`config.mk`:
```
export PLATFORM = sky130hd
export DESIGN_NAME = mem_loader
export DESIGN_NICKNAME = d
export VERILOG_FILES = /design/src/rtl/mem_loader.sv
export SDC_FILE = /design/constraint.sdc
export NUM_CORES = 1
export LEC_CHECK = 0
export ABC_AREA = 1
export CORE_AREA = 2 2 88 90
export CTS_BUF_LIST = sky130_fd_sc_hd__clkbuf_8 sky130_fd_sc_hd__clkbuf_16
export DETAILED_ROUTE_END_ITERATION = 10
export DIE_AREA = 0 0 90 92
export GPL_TIMING_DRIVEN = 0
export PLACE_DENSITY_LB_ADDON = 0.08
export SYNTH_ARGS = -nofsm -noshare
export SYNTH_HDL_FRONTEND = slang
export SYNTH_SLANG_ARGS = --single-unit
```
`constraint.sdc`:
```
create_clock -name clk -period 4.8 [get_ports clk]
set_input_delay 0.48 -clock clk [delete_from_list [all_inputs] [get_ports clk]]
set_output_delay 0.48 -clock clk [all_outputs]
set_load 0.02 [all_outputs]
```
`src/rtl/mem_loader.sv`:
```
// Loads the regex instruction memory from a framed byte stream.
// Frame: LEN_HI, LEN_LO, N big-endian words, checksum byte; reports done/error.
//
// state  | meaning
// LEN_HI | idle, waiting for the high length byte
// LEN_LO | waiting for the low length byte
// DATA   | packing data bytes into words and writing them out
// CHECK  | waiting for the checksum byte
// REPORT | one-cycle done/error report, in_ready low
module mem_loader #(
  parameter int ADDR_BITS = 8,
  parameter int DATA_BITS = 16
) (
  input  logic                 clk,
  input  logic                 rst,
  input  logic                 in_valid,
  input  logic [7:0]           in_data,
  output logic                 in_ready,
  output logic                 w_en,
  output logic [ADDR_BITS-1:0] w_addr,
  output logic [DATA_BITS-1:0] w_data,
  output logic                 busy,
  output logic                 done,
  output logic                 error,
  output logic [1:0]           err_code,
  output logic                 prog_valid,
  output logic [ADDR_BITS:0]   words_loaded
);

  localparam int BYTES     = DATA_BITS / 8;
  localparam int CNT_W     = (BYTES > 1) ? $clog2(BYTES) : 1;
  localparam int MAX_WORDS = 2 ** ADDR_BITS;
  localparam logic [CNT_W-1:0] CNT_LAST = CNT_W'(BYTES - 1);

  typedef enum logic [2:0] {
    S_LEN_HI, S_LEN_LO, S_DATA, S_CHECK, S_REPORT
  } state_t;

  state_t                 state_q, state_d;
  logic                   in_ready_q, in_ready_d;
  logic                   w_en_q, w_en_d;
  logic [ADDR_BITS-1:0]   w_addr_q, w_addr_d;
  logic [DATA_BITS-1:0]   w_data_q, w_data_d;
  logic                   busy_q, busy_d;
  logic                   done_q, done_d;
  logic                   error_q, error_d;
  logic [1:0]             err_code_q, err_code_d;
  logic                   prog_valid_q, prog_valid_d;
  logic [ADDR_BITS:0]     words_loaded_q, words_loaded_d;
  logic [ADDR_BITS:0]     n_q, n_d;
  logic [7:0]             len_hi_q, len_hi_d;
  logic [7:0]             sum_q, sum_d;
  logic [CNT_W-1:0]       byte_cnt_q, byte_cnt_d;
  logic [DATA_BITS-1:0]   word_q, word_d;

  logic                   accept;
  logic [15:0]            len_full;
  logic [DATA_BITS-1:0]   word_nxt;
  logic [ADDR_BITS:0]     words_inc;
  logic [7:0]             sum_nxt;

  always_comb begin
    state_d        = state_q;
    w_en_d         = 1'b0;
    w_addr_d       = w_addr_q;
    w_data_d       = w_data_q;
    busy_d         = busy_q;
    done_d         = 1'b0;
    error_d        = 1'b0;
    err_code_d     = err_code_q;
    prog_valid_d   = prog_valid_q;
    words_loaded_d = words_loaded_q;
    n_d            = n_q;
    len_hi_d       = len_hi_q;
    sum_d          = sum_q;
    byte_cnt_d     = byte_cnt_q;
    word_d         = word_q;

    accept    = in_valid && in_ready_q;
    len_full  = {len_hi_q, in_data};
    word_nxt  = DATA_BITS'({word_q, in_data});
    words_inc = words_loaded_q + (ADDR_BITS+1)'(1);
    sum_nxt   = sum_q + in_data;

    case (state_q)
      S_LEN_HI: if (accept) begin
        prog_valid_d   = 1'b0;
        err_code_d     = 2'b00;
        words_loaded_d = '0;
        sum_d          = in_data;
        len_hi_d       = in_data;
        byte_cnt_d     = '0;
        busy_d         = 1'b1;
        state_d        = S_LEN_LO;
      end
      S_LEN_LO: if (accept) begin
        sum_d = sum_nxt;
        n_d   = len_full[ADDR_BITS:0];
        if ({16'd0, len_full} > 32'(MAX_WORDS)) begin
          err_code_d = 2'b01;
          error_d    = 1'b1;
          busy_d     = 1'b0;
          state_d    = S_REPORT;
        end else if (len_full == 16'd0) begin
          state_d = S_CHECK;
        end else begin
          state_d = S_DATA;
        end
      end
      S_DATA: if (accept) begin
        sum_d  = sum_nxt;
        word_d = word_nxt;
        if (byte_cnt_q == CNT_LAST) begin
          byte_cnt_d     = '0;
          w_en_d         = 1'b1;
          w_addr_d       = words_loaded_q[ADDR_BITS-1:0];
          w_data_d       = word_nxt;
          words_loaded_d = words_inc;
          if (words_inc == n_q) state_d = S_CHECK;
        end else begin
          byte_cnt_d = byte_cnt_q + CNT_W'(1);
        end
      end
      S_CHECK: if (accept) begin
        sum_d   = sum_nxt;
        busy_d  = 1'b0;
        state_d = S_REPORT;
        // done/error are registered so they land in the REPORT cycle itself
        if (sum_nxt != 8'h00) begin
          err_code_d = 2'b10;
          error_d    = 1'b1;
        end else begin
          done_d       = 1'b1;
          prog_valid_d = 1'b1;
        end
      end
      S_REPORT: state_d = S_LEN_HI;
      default:  state_d = S_LEN_HI;
    endcase

    in_ready_d = (state_d != S_REPORT);
  end

  always_ff @(posedge clk) begin
    if (rst) begin
      state_q        <= S_LEN_HI;
      in_ready_q     <= 1'b0;
      w_en_q         <= 1'b0;
      w_addr_q       <= '0;
      w_data_q       <= '0;
      busy_q         <= 1'b0;
      done_q         <= 1'b0;
      error_q        <= 1'b0;
      err_code_q     <= 2'b00;
      prog_valid_q   <= 1'b0;
      words_loaded_q <= '0;
      n_q            <= '0;
      len_hi_q       <= '0;
      sum_q          <= '0;
      byte_cnt_q     <= '0;
      word_q         <= '0;
    end else begin
      state_q        <= state_d;
      in_ready_q     <= in_ready_d;
      w_en_q         <= w_en_d;
      w_addr_q       <= w_addr_d;
      w_data_q       <= w_data_d;
      busy_q         <= busy_d;
      done_q         <= done_d;
      error_q        <= error_d;
      err_code_q     <= err_code_d;
      prog_valid_q   <= prog_valid_d;
      words_loaded_q <= words_loaded_d;
      n_q            <= n_d;
      len_hi_q       <= len_hi_d;
      sum_q          <= sum_d;
      byte_cnt_q     <= byte_cnt_d;
      word_q         <= word_d;
    end
  end

  assign in_ready     = in_ready_q;
  assign w_en         = w_en_q;
  assign w_addr       = w_addr_q;
  assign w_data       = w_data_q;
  assign busy         = busy_q;
  assign done         = done_q;
  assign error        = error_q;
  assign err_code     = err_code_q;
  assign prog_valid   = prog_valid_q;
  assign words_loaded = words_loaded_q;

endmodule
```
==> flow_summary.yaml <==
worst_setup_path:
  end_kind: "flip-flop"
  rrSetupSlack_ns: 2.70
  worst-setup-path-type: "input pin to flip-flop"
  crit_fanout: 7
  cp.arrival_ns: 2.93
  worstPathRequired_ns: 5.08
  worstSetupStartpointType: "input pin"
yosys:
  async_flop_share: 0
  synth_flop_cell: "dfxtp_1"
  synth-simple-area-share: 0.229
  synthAdderAreaFrac: 0.0335
  synth_fp_nets: 505
  synth.ff_latch_count: 78
  synth_top_family_by_area: "simple AND/OR/NAND/NOR gates"
  synth_edf_count: 0
  synth_cells: 485
  ys_seq_area_frac: 0.436
  synth_compound_area_frac: 0.188
  synth_area_um2: 3580
  ys_types: 33
  synth_area_leaders: "dfxtp_1, a21oi_1, nand2_1"
  synth_most_common_cell: "dfxtp_1"
  yosys_warnings: 0
  yosys.area.top_type: "dfxtp_1"
  syn_area_per_cell_um2: 7.39
  synth_xor_xnor_area_share: 0.0269
  synthTopCellsByCount: "dfxtp_1, nand2_1, a21oi_1"
  muxShareOfSynthArea: 0
  yosysTopAreaCellShare: 0.436
clock_network:
  cts_buffers: 9
  clockBufferDepth: 2
  h-tree-depth: 3
  cts_sinks: 78
  insertion_delay_ns: 0.36
  root_buffer: "clkbuf_8"
  holdBufCountCts: 0
  clk_pin_slew_ns: 0.08
  cts_tree: "done"
  post_cts_buffers: 0
  cts_resized: 0
timing:
  fin_crit_ns: 2.64
  final_max_slew_viol_count: 0
  max_freq_ghz: 0.378
  fin_crit_sh: 0.551
  worst_slew_pin_slew_ns: 0.573
  setup_slack_ns: 2.16
  slew_headroom: 0.618
  hold_viol_final: 0
  fin_skew_ns: 0.00830
  setup_viol_count_final: 0
  rsz0062_at_grt: "false"
  fin_tns_setup_ns: 0
min_path:
  hp-class: "flip-flop to flip-flop"
drt:
  drt-pass1-iter-count: 4
  via_per_inst: 5.23
  via_count: 3423
  first_iter_violations: 109
  drcViolationCount: 0
  wl_per_cell_um: 14.4
  drtAntennaViolNets: 0
  finalWirelength_um: 9400
floorplan:
  die_h_um: 92
  io_pins: 52
  rows: 32
  initial_core_util: 0.481
  dieArea_um2: 8280
  coreArea_um2: 7450
  die_w_um: 90
cells_and_area:
  areaGrowthSynthToFinish_pct: 24.8
  final_util: 0.600
  nNetsFinal: 567
  drive_above_1_share: 0.0996
  stdcell_count: 654
  fillCellCount: 740
  antennaDiodeCount: 0
global_route:
  antenna_found_initial: 0
  overflow: 0
  grt_pass1_vias: 3294
  grt_max_degree: 16
  grt_first_pass_wirelength_um: 15800
  grt_usage: 0.237
pwr:
  power_density_nw_per_um2: 327
  peakVddDrop_mv: 0.151
  power.leakage_nw: 1.81
  total_power_mw: 1.46
placement:
  gp_congestion: 0.864
  dp_cells: 638
  post-place-ws_ns: 1.82
  hpwl_um: 6880
  port_buffers: 51
status:
  status: "finished clean"
run:
  cap_violations: 0
==> power breakdown <==
| part | internal [mW] | switching [mW] | leakage (nW) |
|---|---|---|---|
| Clock | 0.355 | 0.265 | 0.127 |
| Sequential | 0.664 | 0.0108 | 0.633 |
| Combinational | 0.0582 | 0.107 | 1.05 |
==> per-stage QoR <==
stage	instance area [um2]	hold WS, ns
6_report	4470	0.454
3_3_place_gp	4220	0.442
5_1_grt	4470	0.484
2_1_floorplan	3580	0.429
3_5_place_dp	4220	0.446
4_1_cts	4470	0.458
==> layout by cell type, fill, tap and decap left out, drive strengths merged <==
cell           Yosys  final
nand2             81     81
dfxtp             78     78
inv               62     66
a21oi             61     61
o21ai             57     57
nor2              54     54
clkdlybuf4s50      0     51
nand3             30     30
clkbuf             8     17
xor2               9      9
ha                 8      8
nand4              8      8
buf                8      8
o22ai              5      5
nor3               5      5
bufinv             0      3
nand3b             2      2
o211ai             2      2
xnor2              2      2
a211oi             2      2
clkinv             1      1
o21a               1      1
fa                 1      1
==> area by class of cell <==
class,count,area (um2),area share
Clock inverter,7,128,0.0285
Tap cell,102,128,0.0285
Buffer,16,71.3,0.0159
Multi-Input combinational cell,328,1710,0.383
Inverter,63,238,0.0532
Sequential cell,78,1560,0.349
Timing Repair Buffer,51,510,0.114
Clock buffer,9,124,0.0277
==> final timing paths <==
| kind | from | to | depth (start not counted) |
|---|---|---|---|
| worst max register to register | sum_q[0]$_SDFFE_PP0P_ | err_code[0]$_SDFFE_PP0P_ | 14 |
| worst min-delay path | err_code[1]$_SDFFE_PP0P_ | err_code[1]$_SDFFE_PP0P_ | 2 |
| worst min register to register | err_code[1]$_SDFFE_PP0P_ | err_code[1]$_SDFFE_PP0P_ | 2 |
| worst max-delay path | in_data[0] | err_code[0]$_SDFFE_PP0P_ | 15 |
==> sequential cells by signal (all words and copies together), names as in the netlist <==
register      count
state_q           3
sum_q             8
byte_cnt_q        1
prog_valid        1
busy              1
len_hi_q          8
w_addr            8
word_q            8
done              1
w_data           16
w_en              1
err_code          2
n_q               9
words_loaded      9
error             1
in_ready          1
==> critical path, stage by stage <==
cell	delay [ns]
clkdlybuf4s50_1	0.68
ha_1	0.27
inv_1	0.07
fa_1	0.40
inv_1	0.10
nand3_1	0.09
nand2_1	0.08
nand2_1	0.06
nand2_1	0.06
nand3_1	0.08
nor2_2	0.14
nand4_2	0.14
nand2_2	0.11
nand2_2	0.05
a21oi_2	0.11
==> routing by layer <==
layer | GRT usage | wire, um
met5 | 0 | 0
met4 | 0.0590 | 116
met3 | 0.0551 | 514
met2 | 0.397 | 4460
met1 | 0.309 | 4310
==> cells by family (layout without fill, tap and decap cells) <==
| family | after synthesis | after routing |
|---|---|---|
| xor gates and xnor gates | 11 | 11 |
| adders and majority gates | 9 | 9 |
| AOI/OAI and AO/OA | 128 | 128 |
| buffers and inverters | 79 | 146 |
| and+or+nand+nor | 180 | 180 |
| DFF | 78 | 78 |
No activity file was read; power rests on OpenSTA's default activity.
